File: src/rtl/mdio_arbiter.sv
// mdio_arbiter: shares one MDIO master between three requesters.
// Round-robin arbitration, one command in flight at a time, single-cycle
// completion pulse back to the granted requester.
// Optional feature: define MDIO_ARB_TIMEOUT_EN to abort an operation that
// waits TIMEOUT_CNT cycles without op_done from the MDIO master.
//
// Handshake: a requester raises req_valid[i] with a stable command and holds
// both until it sees rsp_done[i] for one cycle; it must drop req_valid[i] in
// that same cycle. The MDIO master gets a one-cycle op_exec with the command
// on op_*, and answers with a one-cycle op_done carrying op_rd_data/op_rd_ack.

module mdio_arbiter #(
    parameter logic [23:0] TIMEOUT_CNT = 24'd20_000
) (
    input  logic        clk,
    input  logic        rst,
    // requester side
    input  logic [2:0]  req_valid,
    input  logic [2:0]  req_rh_wl,
    input  logic [14:0] req_addr,
    input  logic [47:0] req_wr_data,
    output logic [2:0]  rsp_done,
    output logic [15:0] rsp_rd_data,
    output logic        rsp_rd_ack,
    output logic        rsp_timeout,
    // MDIO master side
    output logic        op_exec,
    output logic        op_rh_wl,
    output logic [4:0]  op_addr,
    output logic [15:0] op_wr_data,
    input  logic        op_done,
    input  logic [15:0] op_rd_data,
    input  logic        op_rd_ack,
    // status / debug
    output logic        busy,
    output logic [1:0]  state_dbg
);

    localparam logic [1:0] ST_IDLE = 2'd0;
    localparam logic [1:0] ST_WAIT = 2'd1;
    localparam logic [1:0] ST_RESP = 2'd2;

    logic [1:0]  state;
    logic [1:0]  rr_ptr;
    logic [1:0]  grant;

    logic        arb_found;
    logic [1:0]  arb_idx;
    logic        arb_rh_wl;
    logic [4:0]  arb_addr;
    logic [15:0] arb_wr_data;

    logic        timeout_hit;

    // Priority pick over three indices in the given order; returns {found, idx}.
    function automatic logic [2:0] pick3(input logic [2:0] v,
                                         input logic [1:0] a,
                                         input logic [1:0] b,
                                         input logic [1:0] c);
        logic [2:0] r;
        r = 3'b000;
        if (v[a])      r = {1'b1, a};
        else if (v[b]) r = {1'b1, b};
        else if (v[c]) r = {1'b1, c};
        return r;
    endfunction

    // Round-robin search starting at rr_ptr, wrapping 2 -> 0.
    always_comb begin
        logic [2:0] res;
        case (rr_ptr)
            2'd1:    res = pick3(req_valid, 2'd1, 2'd2, 2'd0);
            2'd2:    res = pick3(req_valid, 2'd2, 2'd0, 2'd1);
            default: res = pick3(req_valid, 2'd0, 2'd1, 2'd2);
        endcase
        arb_found = res[2];
        arb_idx   = res[1:0];
    end

    // Select the winning requester's command fields.
    always_comb begin
        arb_rh_wl   = 1'b0;
        arb_addr    = 5'h00;
        arb_wr_data = 16'h0000;
        case (arb_idx)
            2'd0: begin
                arb_rh_wl   = req_rh_wl[0];
                arb_addr    = req_addr[4:0];
                arb_wr_data = req_wr_data[15:0];
            end
            2'd1: begin
                arb_rh_wl   = req_rh_wl[1];
                arb_addr    = req_addr[9:5];
                arb_wr_data = req_wr_data[31:16];
            end
            2'd2: begin
                arb_rh_wl   = req_rh_wl[2];
                arb_addr    = req_addr[14:10];
                arb_wr_data = req_wr_data[47:32];
            end
            default: begin
                arb_rh_wl   = 1'b0;
                arb_addr    = 5'h00;
                arb_wr_data = 16'h0000;
            end
        endcase
    end

`ifdef MDIO_ARB_TIMEOUT_EN
    logic [23:0] timeout_cnt;

    // Abort only when the limit is reached and op_done is not arriving;
    // op_done on the same edge takes precedence.
    assign timeout_hit = (state == ST_WAIT) && !op_done &&
                         (timeout_cnt == (TIMEOUT_CNT - 24'd1));

    // WAIT-cycle counter, cleared on every issue; flags the aborted response.
    always_ff @(posedge clk or posedge rst) begin
        if (rst) begin
            timeout_cnt <= 24'd0;
            rsp_timeout <= 1'b0;
        end else begin
            if (state == ST_IDLE && arb_found) begin
                timeout_cnt <= 24'd0;
            end else if (state == ST_WAIT) begin
                timeout_cnt <= timeout_cnt + 24'd1;
            end
            rsp_timeout <= timeout_hit;
        end
    end
`else
    logic unused_timeout_cfg;

    assign unused_timeout_cfg = ^TIMEOUT_CNT;
    assign timeout_hit        = 1'b0;
    assign rsp_timeout        = 1'b0;
`endif

    // Main control: arbitrate, issue, wait for completion, one-cycle response.
    always_ff @(posedge clk or posedge rst) begin
        if (rst) begin
            state       <= ST_IDLE;
            rr_ptr      <= 2'd0;
            grant       <= 2'd0;
            op_exec     <= 1'b0;
            op_rh_wl    <= 1'b0;
            op_addr     <= 5'h00;
            op_wr_data  <= 16'h0000;
            rsp_done    <= 3'b000;
            rsp_rd_data <= 16'h0000;
            rsp_rd_ack  <= 1'b0;
        end else begin
            op_exec <= 1'b0;
            case (state)
                ST_IDLE: begin
                    rsp_done <= 3'b000;
                    if (arb_found) begin
                        op_exec    <= 1'b1;
                        op_rh_wl   <= arb_rh_wl;
                        op_addr    <= arb_addr;
                        op_wr_data <= arb_wr_data;
                        grant      <= arb_idx;
                        state      <= ST_WAIT;
                    end
                end
                ST_WAIT: begin
                    if (op_done) begin
                        rsp_rd_data     <= op_rd_data;
                        rsp_rd_ack      <= op_rd_ack;
                        rsp_done        <= 3'b000;
                        rsp_done[grant] <= 1'b1;
                        state           <= ST_RESP;
                    end else if (timeout_hit) begin
                        rsp_rd_data     <= 16'hFFFF;
                        rsp_rd_ack      <= 1'b1;
                        rsp_done        <= 3'b000;
                        rsp_done[grant] <= 1'b1;
                        state           <= ST_RESP;
                    end
                end
                ST_RESP: begin
                    // Requester drops req_valid this cycle, so the next
                    // arbitration never sees a completed request.
                    rsp_done <= 3'b000;
                    case (grant)
                        2'd0:    rr_ptr <= 2'd1;
                        2'd1:    rr_ptr <= 2'd2;
                        default: rr_ptr <= 2'd0;
                    endcase
                    state <= ST_IDLE;
                end
                default: begin
                    rsp_done <= 3'b000;
                    state    <= ST_IDLE;
                end
            endcase
        end
    end

    assign busy      = (state != ST_IDLE);
    assign state_dbg = state;

endmodule

File: config.mk
export PLATFORM = sky130hd
export DESIGN_NAME = mdio_arbiter
export DESIGN_NICKNAME = d
export VERILOG_FILES = /design/src/rtl/mdio_arbiter.sv
export SDC_FILE = /design/constraint.sdc
export NUM_CORES = 1
export LEC_CHECK = 0
export CAP_MARGIN = 20
export CORE_ASPECT_RATIO = 1.2
export CORE_UTILIZATION = 35
export CTS_BUF_LIST = sky130_fd_sc_hd__clkbuf_2
export CTS_CLUSTER_SIZE = 14
export DETAILED_ROUTE_END_ITERATION = 6
export HOLD_SLACK_MARGIN = 0.15
export PLACE_DENSITY_LB_ADDON = 0.08
export SYNTH_ARGS = -nofsm -noshare
export SYNTH_HDL_FRONTEND = slang
export SYNTH_SLANG_ARGS = --single-unit
export TNS_END_PERCENT = 50
File: constraint.sdc
create_clock -name clk -period 1.9 [get_ports clk]
set_input_delay 0.285 -clock clk [delete_from_list [all_inputs] [get_ports clk]]
set_output_delay 0.285 -clock clk [all_outputs]
set_load 0.005 [all_outputs]
# Word-level counts from Yosys, hierarchy flattened
# Index checks and enable logic that the tools add are counted.
# Widths: inputs -> output; s select.
totals:
  reg_bits: 49
  input_bits: 89
  out_inout_bits: 47
  elab_cells: 52
classes:
  order_cmp: 2
  eq_ne: 9
  mux: 23
  reduce_logical: 8
op_table:
  columns: ["operator", "count"]
  rows:
  - ["$pmux 16 s3", 1]
  - ["$mux 3", 11]
  - ["$pmux 5 s3", 1]
  - ["$eq 2x1->1 const B", 4]
  - ["$pmux 2 s2", 2]
  - ["$eq 2x2->1 const B", 3]
  - ["$logic_not 2->1", 3]
  - ["$pmux 3 s2", 1]
  - ["$reduce_and 2->1", 3]
  - ["$mux 2", 2]
  - ["$ne 2x2->1 const B", 2]
  - ["$lt 2x3->1 const B", 1]
  - ["$mux 1", 3]
  - ["$pmux 1 s3", 1]
  - ["$demux 1 s2", 1]
  - ["$ge 2x1->1 const B", 1]
  - ["$reduce_bool 2->1", 1]
  - ["$logic_and 1x1->1", 1]

# Depth between registers and ports, before layout
logic_depth:
  depth_word: 6
  ltp_mapped: 8
  mapped_depth_nobuf: 7

# Least setup slack after synthesis
# No wires, ideal clock.
synth_timing:
  kind: "register to register"
  start: "register rr_ptr[0]"
  end: "register op_wr_data[12]"
  setup_ns: 0.136
  arrival_ns: 1.795
  t_required_ns: 1.764
  path_slack_ns: -0.031
  path_stages_with_launch: 8
  n_path_buf: 1
  period_less_slack_ns: 1.931
  path_cell_list: "dfrtp_1 -> inv_1 -> ha_1 -> nor2b_1 -> o31ai_2 -> buf_2 -> mux2i_1 -> o21ai_0"
synth_between:
  elab_chain_cells: 4
  word_cells_on_any_way: 8
  cone_classes: "4 x eq/ne; 2 x mux; 2 x reduce/logical"
synth_rtl:
  columns: ["element", "line", "rtl"]
  rows:
  - ["start, declared", "44", "logic [1:0] rr_ptr;"]
  - ["start signal, assigned", "143", "rr_ptr <= 2'd0;"]
  - ["start signal, assigned", "186", "2'd0: rr_ptr <= 2'd1;"]
  - ["start signal, assigned", "187", "2'd1: rr_ptr <= 2'd2;"]
  - ["$eq 2x2->1 or $eq 2x1->1 (tied branches)", "71", "case (rr_ptr)"]
  - ["$pmux 3 s2 (*)", "71", null]
  - ["$eq 2x2->1 (tied with other cells)", "85", "case (arb_idx)"]
  - ["$pmux 16 s3", "85", null]
  - ["end signal, assigned", "161", "op_wr_data <= arb_wr_data;"]
  - ["end, declared", "30", "output logic [15:0] op_wr_data,"]
# Every way passes the cells marked *; elsewhere a longest branch is shown, timed or not.
# A chain may end at the register's enable or synchronous reset.

# Worst setup path in the final report
layout_timing:
  start: "register rr_ptr[1]"
  end: "register op_wr_data[12]"
# Same word-level chain as after synthesis.

==> impl_metrics.ini <==
[run_status]
status = complete, but fails checks
violations = setup timing

[timing]
min_period_over_period_pct = 104
hold_viol_final = 0
rsz0062_at_grt = yes
fin_worst_skew_ns = 0.0121
setup_viol = 21
timing.final.ws_setup_ns = -0.0701
drv_slew = 0
max_freq_mhz = 508
period_minus_slack_ns = 1.97
hold_ws_ns = 0.186
fin_tns_setup_ns = -0.892

[pwr]
peakVddDrop_uv = 651
p_leak_nw = 1.87
p_per_area_nw_per_um2 = 1370
power_mw = 5.66

[setup_path]
critPathLaunch = rr_ptr[1]
worstPathRequired_ns = 2.24
r2r-start = rr_ptr[1]
cp.arrival_ns = 2.31
crit_type = register to register
start_kind = register
cpPeakStageDelay_ns = 0.47
r2r_slack_ns = -0.07
cp_max_fo = 13
critPathCaptureType = register
r2r_cells = 7
worst_path_max_delay_cell = dfrtp_1
cp_cell_sequence = ha_4, nor3_1, or3_4, a2111oi_4, buf_6, a22oi_1, o21ai_1
rr_endpoint = op_wr_data[12]

[clock_network]
holdBufCountCts = 0
clock-sinks = 49
clk_path_buf_depth = 2
cts_buffers = 5
cts_root_buf = clkbuf_2
clock_latency_ns = 0.40
clkTransAtPathRegs_ns = 0.24
cts_tree = done
htree_levels = 2

[global_routing]
antenna_found_initial = 0
grtUsageTotal_pct = 20.5
grt_pass1_wl_um = 11200
overflow = 0
first_global_vias = 2373
grt_max_degree = 50

[route]
wirelength_um = 6980
via_per_inst = 4.80
drc_errors = 0
drt-met1-wl_um = 2710
dr_wl_met2_um = 3650
dr_wl_met3_um = 523
highest_layer = met4
wl_per_cell_um = 14.8
ant_nets = 0
first_iter_violations = 50
via_count = 2265
first_pass_iters = 4

[cells_and_area]
drive_above_1_share_pct = 12.9
final_cells = 472
fin_util_pct = 64.5
num_antenna_cells = 0
area_delta_synth_final_pct = 79.0
fin_nets = 478

[logic_synthesis]
ys_ff_latch = 49
synthFlopType = dfrtp_1
yosysWarnings = 0
ys_seq_area_share_pct = 53.1
syn_inst = 232
synth_edf_count = 0
synthesis.area_um2 = 2310
synth_nets = 323
synth_area_per_cell_um2 = 9.96
synth.distinct_cells = 30
postSynth.asyncResetShare_pct = 100

[die]
dieArea_um2 = 6930
io_pins = 136
dieHeight_um = 91.0
fp.coreArea_um2 = 6410
start_util_pct = 36.1
chipWidth_um = 76.2
rows = 32

[job]
max_cap_violations = 0

[placed_design]
dp.cells = 458
hpwlAfterDp_um = 5080
io_buffers = 134
place_congestion = 0.818

[hold_path]
worstHoldPathType = input port to asynchronous set/reset pin
[worst max path at each step]
stage | endpoint | slack, ns | cells past startpoint
global route | op_wr_data[12] | -0.18 | 9
detailed placement | op_wr_data[9] | -0.21 | 7
global placement | op_addr[0] | -0.12 | 7
finish | op_wr_data[12] | -0.07 | 7
CTS | op_wr_data[11] | -0.08 | 9
floorplan | op_addr[2] | -0.03 | 7
[synthesized netlist by cell type (all sizes together) (2+ instances only)]
cell	count	area (um2)
a22oi	22	165
nor2	6	22.5
nand2	59	221
nand2b	2	12.5
mux2i	23	230
nand3b	2	15.0
buf	8	55.1
a21oi	2	10.0
dfrtp	49	1230
ha	2	25.0
nor3	2	10.0
o21ai	27	135
clkbuf	5	18.8
inv	7	26.3
nor2b	4	25.0
[logic make-up (layout without fill, tap and decap cells)]
logic type,Yosys count,after routing,share of synthesized area [%]
muxes,23,23,9.97
adders and majority gates,2,2,1.08
AOI/OAI and AO/OA,56,56,16.1
other,1,1,0.162
and+or+nand+nor,80,80,15.1
DFF,49,49,53.1
buffers and inverters,21,176,4.50
[through the flow]
| step | setup slack [ns] | instance area [um2] |
|---|---|---|
| 6_report | -0.0701 | 4130 |
| 3_3_place_gp | -0.123 | 3870 |
| 4_1_cts | -0.0850 | 4080 |
| 5_1_grt | -0.176 | 4130 |
| 2_1_floorplan | -0.0265 | 2310 |
| 3_5_place_dp | -0.206 | 3870 |
[sequential cells by signal, indices dropped and copies added (netlist names)]
signal       count
grant            2
op_addr          5
op_exec          1
op_rh_wl         1
op_wr_data      16
rr_ptr           2
rsp_done         3
rsp_rd_ack       1
rsp_rd_data     16
state_dbg        2
[worst max-delay path, delay by kind of cell, from the launching register on]
family / cells / cell delay, ns
buf+inv: 1 / 0.21
fa+ha+maj: 1 / 0.30
compound gates: 3 / 0.52
flops: 1 / 0.47
simple gates: 2 / 0.40
[what timing repair did]
| action | in CTS | in global routing |
|---|---|---|
| setup buffers | 4 | 1 |
| endpoints found under the setup margin | 22 | 23 |
| hold endpoints to repair | 0 | 0 |
| gates cloned | 2 | 1 |
| gates resized for setup | 29 | 10 |
| pin swaps | 2 | 6 |
[per-layer routing]
layer | vias to the layer above | GRT usage (%)
met5 | - | 0
met3 | 9 | 5.73
li1 | 1110 | -
met1 | 1053 | 22.3
met2 | 93 | 38.3
met4 | 0 | 5.77
[report_power, final]
part           switching, mW  internal [mW]  leakage, nW
clock                  0.316          0.214       0.0388
combinational           1.38           1.98         1.21
sequential             0.254           1.52        0.614
[layout by cell type, fill, tap and decap left out, drive strengths merged, types with 2 or more instances in the layout]
master	instances
clkdlybuf4s50	133
nand2	59
dfrtp	49
o21ai	27
buf	26
mux2i	23
a22oi	22
inv	7
nor2	6
clkbuf	6
nor2b	4
nor3	2
a21oi	2
nand3b	2
nand2b	2
clkinv	2
ha	2
[layout make-up]
class / instances / area (um2)
Clock inverter: 2 / 35.0
Tap cell: 85 / 106
Timing Repair Buffer: 161 / 1650
Inverter: 8 / 30.0
Multi-Input combinational cell: 162 / 1060
Sequential cell: 49 / 1230
Clock buffer: 5 / 25.0
Fill cell: 552 / 2270
(Power assumes the default switching activity.)
